$ cat config.mk
export PLATFORM = sky130hd
export DESIGN_NAME = interleaver
export DESIGN_NICKNAME = d
export VERILOG_FILES = /design/src/rtl/interleaver_pkg.sv /design/src/rtl/interleaver_bank_ram.sv /design/src/rtl/interleaver.sv
export SDC_FILE = /design/constraint.sdc
export NUM_CORES = 1
export LEC_CHECK = 0
export BUFFER_PORTS_ARGS = -buffer_cell sky130_fd_sc_hd__buf_2
export CAP_MARGIN = 20
export CORE_MARGIN = 1.5
export CORE_UTILIZATION = 55
export DETAILED_ROUTE_END_ITERATION = 8
export PLACE_DENSITY = 0.7
export SYNTH_ARGS = -nofsm -noshare
export SYNTH_HDL_FRONTEND = slang
export SYNTH_SLANG_ARGS = --single-unit
$ cat constraint.sdc
create_clock -name clk2 -period 2.2 [get_ports clk2]
set_clock_uncertainty 0.15 [all_clocks]
set_input_delay 0.11 -clock clk2 [delete_from_list [all_inputs] [get_ports clk2]]
set_output_delay 0.11 -clock clk2 [all_outputs]
set_load 0.05 [all_outputs]
$ cat src/rtl/interleaver_pkg.sv
// Shared constants and bank-select encoding for the bit-serial block interleaver.
package interleaver_pkg;

  localparam int ROWS_DEF  = 8;
  localparam int COLS_DEF  = 8;
  localparam int BLK_DEF   = ROWS_DEF * COLS_DEF;
  localparam int CNT_W_DEF = $clog2(BLK_DEF);

  typedef enum logic {
    BANK0 = 1'b0,
    BANK1 = 1'b1
  } bank_t;

  function automatic bank_t other_bank(input bank_t b);
    return (b == BANK0) ? BANK1 : BANK0;
  endfunction

endpackage

$ cat src/rtl/interleaver_bank_ram.sv
// Two-bank bit storage: synchronous write port, asynchronous read port.
// Contents are deliberately not reset; the full flags in the top qualify every read.
module interleaver_bank_ram
  import interleaver_pkg::*;
#(
  parameter int BLK = BLK_DEF,
  parameter int AW  = CNT_W_DEF
) (
  input  logic          clk2,
  input  logic          wr_bank,
  input  logic [AW-1:0] wr_addr,
  input  logic          wr_data,
  input  logic          wr_en,
  input  logic          rd_bank,
  input  logic [AW-1:0] rd_addr,
  output logic          rd_data
);

  logic mem [0:2*BLK-1];

  always_ff @(posedge clk2) begin
    if (wr_en) begin
      mem[{wr_bank, wr_addr}] <= wr_data;
    end
  end

  assign rd_data = mem[{rd_bank, rd_addr}];

endmodule

$ cat src/rtl/interleaver.sv
// Ping-pong block interleaver: bits are written row-major into one bank while
// the other bank is drained column-major, one bit per cycle.
module interleaver
  import interleaver_pkg::*;
#(
  parameter int ROWS = ROWS_DEF,
  parameter int COLS = COLS_DEF
) (
  input  logic clk2,
  input  logic rst_n,
  input  logic din,
  input  logic din_valid,
  output logic dout,
  output logic dout_valid
);

  localparam int BLK   = ROWS * COLS;
  localparam int CNT_W = $clog2(BLK);
  localparam int ROW_W = $clog2(ROWS);
  localparam logic [CNT_W-1:0] LAST = CNT_W'(BLK - 1);
  localparam logic [CNT_W-1:0] ONE  = CNT_W'(1);

  logic [CNT_W-1:0] w_cnt;
  logic [CNT_W-1:0] r_cnt;
  bank_t            w_bank;
  bank_t            r_bank;
  logic [1:0]       full;
  logic [CNT_W-1:0] rd_addr;
  logic             rd_bit;
  logic             w_last;
  logic             rd_go;
  logic             rd_last;

  assign w_last  = din_valid && (w_cnt == LAST);
  // A bank being full is exactly "this bank has a read pending or in progress".
  assign rd_go   = full[r_bank];
  assign rd_last = rd_go && (r_cnt == LAST);

  // Step r reads row r%ROWS, col r/ROWS; row-major storage makes that {row, col}.
  assign rd_addr = {r_cnt[ROW_W-1:0], r_cnt[CNT_W-1:ROW_W]};

  interleaver_bank_ram #(
    .BLK (BLK),
    .AW  (CNT_W)
  ) u_ram (
    .clk2    (clk2),
    .wr_bank (w_bank),
    .wr_addr (w_cnt),
    .wr_data (din),
    .wr_en   (din_valid),
    .rd_bank (r_bank),
    .rd_addr (rd_addr),
    .rd_data (rd_bit)
  );

  always_ff @(posedge clk2 or negedge rst_n) begin
    if (!rst_n) begin
      w_cnt  <= '0;
      w_bank <= BANK0;
    end else if (din_valid) begin
      w_cnt <= w_cnt + ONE;
      if (w_last) begin
        w_bank <= other_bank(w_bank);
      end
    end
  end

  for (genvar gi = 0; gi < 2; gi++) begin : g_full
    localparam bank_t THIS_BANK = (gi == 1) ? BANK1 : BANK0;

    always_ff @(posedge clk2 or negedge rst_n) begin
      if (!rst_n) begin
        full[gi] <= 1'b0;
      end else if (w_last && (w_bank == THIS_BANK)) begin
        full[gi] <= 1'b1;
      end else if (rd_last && (r_bank == THIS_BANK)) begin
        full[gi] <= 1'b0;
      end
    end
  end

  // Toggling r_bank on the last bit lets the next edge chain straight into
  // the other bank when it is already full, giving gap-free output.
  always_ff @(posedge clk2 or negedge rst_n) begin
    if (!rst_n) begin
      r_cnt      <= '0;
      r_bank     <= BANK0;
      dout       <= 1'b0;
      dout_valid <= 1'b0;
    end else begin
      dout_valid <= rd_go;
      dout       <= rd_go & rd_bit;
      if (rd_go) begin
        r_cnt <= r_cnt + ONE;
        if (rd_last) begin
          r_bank <= other_bank(r_bank);
        end
      end
    end
  end

endmodule

==> flow_metrics.tcl <==
set metrics [dict create \
    status "finished with violations" \
    violations "design-rule violations" \
    fin_crit_ns 2.103 \
    drive_gt1_share_pct 16.32 \
    power_frac_comb_pct 13.2 \
    maxSlewHeadroom_pct 67.69 \
    power.switching_uw 2012 \
    avgSynthCellArea_um2 13.22 \
    cp.required_ns 2.35 \
    antenna_found_initial 0 \
    rows 39 \
    ys_seq_area_share_pct 65.51 \
    cts.sinks 146 \
    grt_pass1_vias 4094 \
    ys.warnings.count 0 \
    grt_max_degree 129 \
    clk_latency_ns 0.42 \
    switching_share_pct 27.05 \
    final_cells 670 \
    syn-cell-area_mm2 0.006555 \
    ant_nets 0 \
    syn_inst 496 \
    rsz0062_at_grt "no" \
    max_freq_ghz 0.4756 \
    wl_per_cell_um 21.25 \
    clock_path_buffers 2 \
    synthTopCellsByArea "edfxtp_1 59%, nor2_1 7.3%, dfrtp_1 6.9%" \
    grt_pass1_wl_um 22750 \
    reg2reg_slack_ns 0.1 \
    startpoint_type "flip-flop" \
    grt-ovfl-total 0 \
    drtIter0Drc 534 \
    cts-root-buf "clkbuf_16" \
    worst_hold_slack_ns 0.04023 \
    worstRegToRegCells 4 \
    critical_path.startpoint "r_cnt[3]" \
    routabilityCongestion 0.8916 \
    ir_worst_vdd_mv 0.6489 \
    endpoint_kind "flip-flop" \
    cts_tree "done" \
    core_mm2 0.01152 \
    yosysTopAreaCell "edfxtp_1" \
    synthToLayoutAreaGrowth_pct 14.49 \
    fin_nets 520 \
    ys_types 38 \
    drv_cap 0 \
    die_h_um 112.2 \
    cp_cell_sequence "mux4_2 > mux2_2 > a2111oi_4 > a211oi_1" \
    synth.top_cell.area_share_pct 58.64 \
    crit_type "reg2reg" \
    h-tree-depth 4 \
    layout_common_cells "128 x edfxtp_1, 127 x nor2_1, 31 x mux2i_1" \
    hold_violations 0 \
    final_common_cell "edfxtp_1" \
    pwr_density_cell_mw_per_mm2 991.2 \
    diodes 0 \
    min_path_type "in2async" \
    grt_usage_pct 24.79 \
    synthArstFlopShare_pct 12.33 \
    finalCritPeriodShare_pct 95.57 \
    post_dp_cell_area_mm2 0.006823 \
    max_stage_delay_ns 0.53 \
    r2r_start "r_cnt[3]" \
    cts_setup_buffers 0 \
    critPathSlowestCell "mux4_2" \
    seqPwrFrac_pct 44.2 \
    cts_buffers 17 \
    final-setup-viol-count 0 \
    power_uw 7439 \
    clkTransAtPathRegs_ns 0.06 \
    timing.rr.end "dout" \
    viasPerCell 6.048 \
    p_int_uw 5427 \
    leakage_uw 0.002533 \
    synth-edff-count 128 \
    firstDrtPassIters 7 \
    die_w_um 112.2 \
    portBuffers 5 \
    ys.flop_type "edfxtp_1" \
    drv_slew 0 \
    via_count 4052 \
    tns_ns 0 \
    cp.arrival_ns 2.25 \
    fill_cells 831 \
    ys_seq_elements 146 \
    start_util_pct 56.92 \
    path_max_fanout 8 \
    worst_pin_slew_ns 0.4846 \
    synth.net_count 502 \
    finalInstanceArea_mm2 0.007505 \
    die-area_mm2 0.01258 \
    dp_cells 636 \
    ioPinCount 6 \
    hpwl_um 8803 \
    clockPowerShare_pct 42.6 \
    drc 4 \
    finalWirelength_um 14240 \
]
-- power groups by stage --
stage	combinational, µW	sequential, µW	clock, µW
6_report	980	3290	3170
2_1_floorplan	649	3230	0
3_3_place_gp	947	3330	0
3_5_place_dp	967	3340	0
4_1_cts	977	3290	3220
5_1_grt	1070	3310	3330
-- cell families after synthesis --
group | Yosys count | share of synthesized area [%]
simple gates | 223 | 14.75
fa+ha+maj | 2 | 0.3817
flops | 146 | 65.51
mux | 56 | 12.41
xor+xnor | 11 | 1.470
compound gates | 25 | 2.901
buf+inv | 33 | 2.577
-- worst max-delay path by stage --
stage / to / depth (start not counted)
after floorplan: dout / 5
after global placement: dout / 5
after detailed placement: dout / 5
after CTS: dout / 5
after global routing: dout / 7
final: dout / 4
-- layout make-up --
cell class              count  area (µm²)  area share [%]
flip-flops and latches    146        4297           57.25
clock inverters            15       229.0           3.051
inverters                   2       7.507          0.1000
multi-input cells         317        2100           27.98
well taps                 143       178.9           2.384
clock buffers              17       425.4           5.669
repair buffers             30       267.8           3.568
-- routing by layer --
metal	track usage, %	vias up	share of wire [%]
met5	0	-	0
met4	10.13	0	2.3
met3	7.397	27	6.5
met2	37.34	140	47
met1	34.22	2036	44
li1	-	1849	-
-- worst max-delay path, delay by kind of cell (launching register included) --
kind / cells / cell delay, ns
AOI/OAI and AO/OA: 2 / 0.47
DFF: 1 / 0.51
muxes: 2 / 0.84
-- flip-flops by register name, indices dropped and copies added (netlist names) --
register	cells
dout	1
dout_valid	1
full	2
r_bank	1
r_cnt	6
u_ram.mem	128
w_bank	1
w_cnt	6
-- cell usage after synthesis (2+ instances only) --
| library cell | number |
|---|---|
| mux4_2 | 17 |
| o21ai_0 | 3 |
| inv_1 | 2 |
| nor2_1 | 127 |
| nand3b_1 | 3 |
| a22oi_1 | 8 |
| clkbuf_1 | 16 |
| edfxtp_1 | 128 |
| a211oi_1 | 2 |
| xor2_1 | 3 |
| ha_1 | 2 |
| buf_1 | 2 |
| and3_1 | 2 |
| buf_2 | 6 |
| nor3_1 | 13 |
| nor2b_1 | 14 |
| nand2b_1 | 5 |
| buf_6 | 3 |
| a31oi_1 | 4 |
| dfrtp_1 | 18 |
| nand2_1 | 30 |
| nand3_1 | 19 |
| mux2_2 | 6 |
| xnor2_1 | 8 |
| mux2i_1 | 31 |
| a21oi_1 | 3 |
| buf_4 | 4 |
| mux4_1 | 2 |
| nand4_1 | 6 |
-- repair_timing --
item | in CTS | in global routing
gates resized for setup | 0 | 1
endpoints found under the hold margin | 21 | 0
hold buffers | 2 | 0
endpoints found under the setup margin | 0 | 1
-- metrics by stage --
step	worst slack (ns)	util (%)
finish	0.09743	65.17
CTS	0.02566	65.10
floorplan	0.2397	-
global placement	0.1096	59.25
detailed placement	0.05172	59.25
global route	0.006927	65.17
No activity file was read; power rests on OpenSTA's default activity.
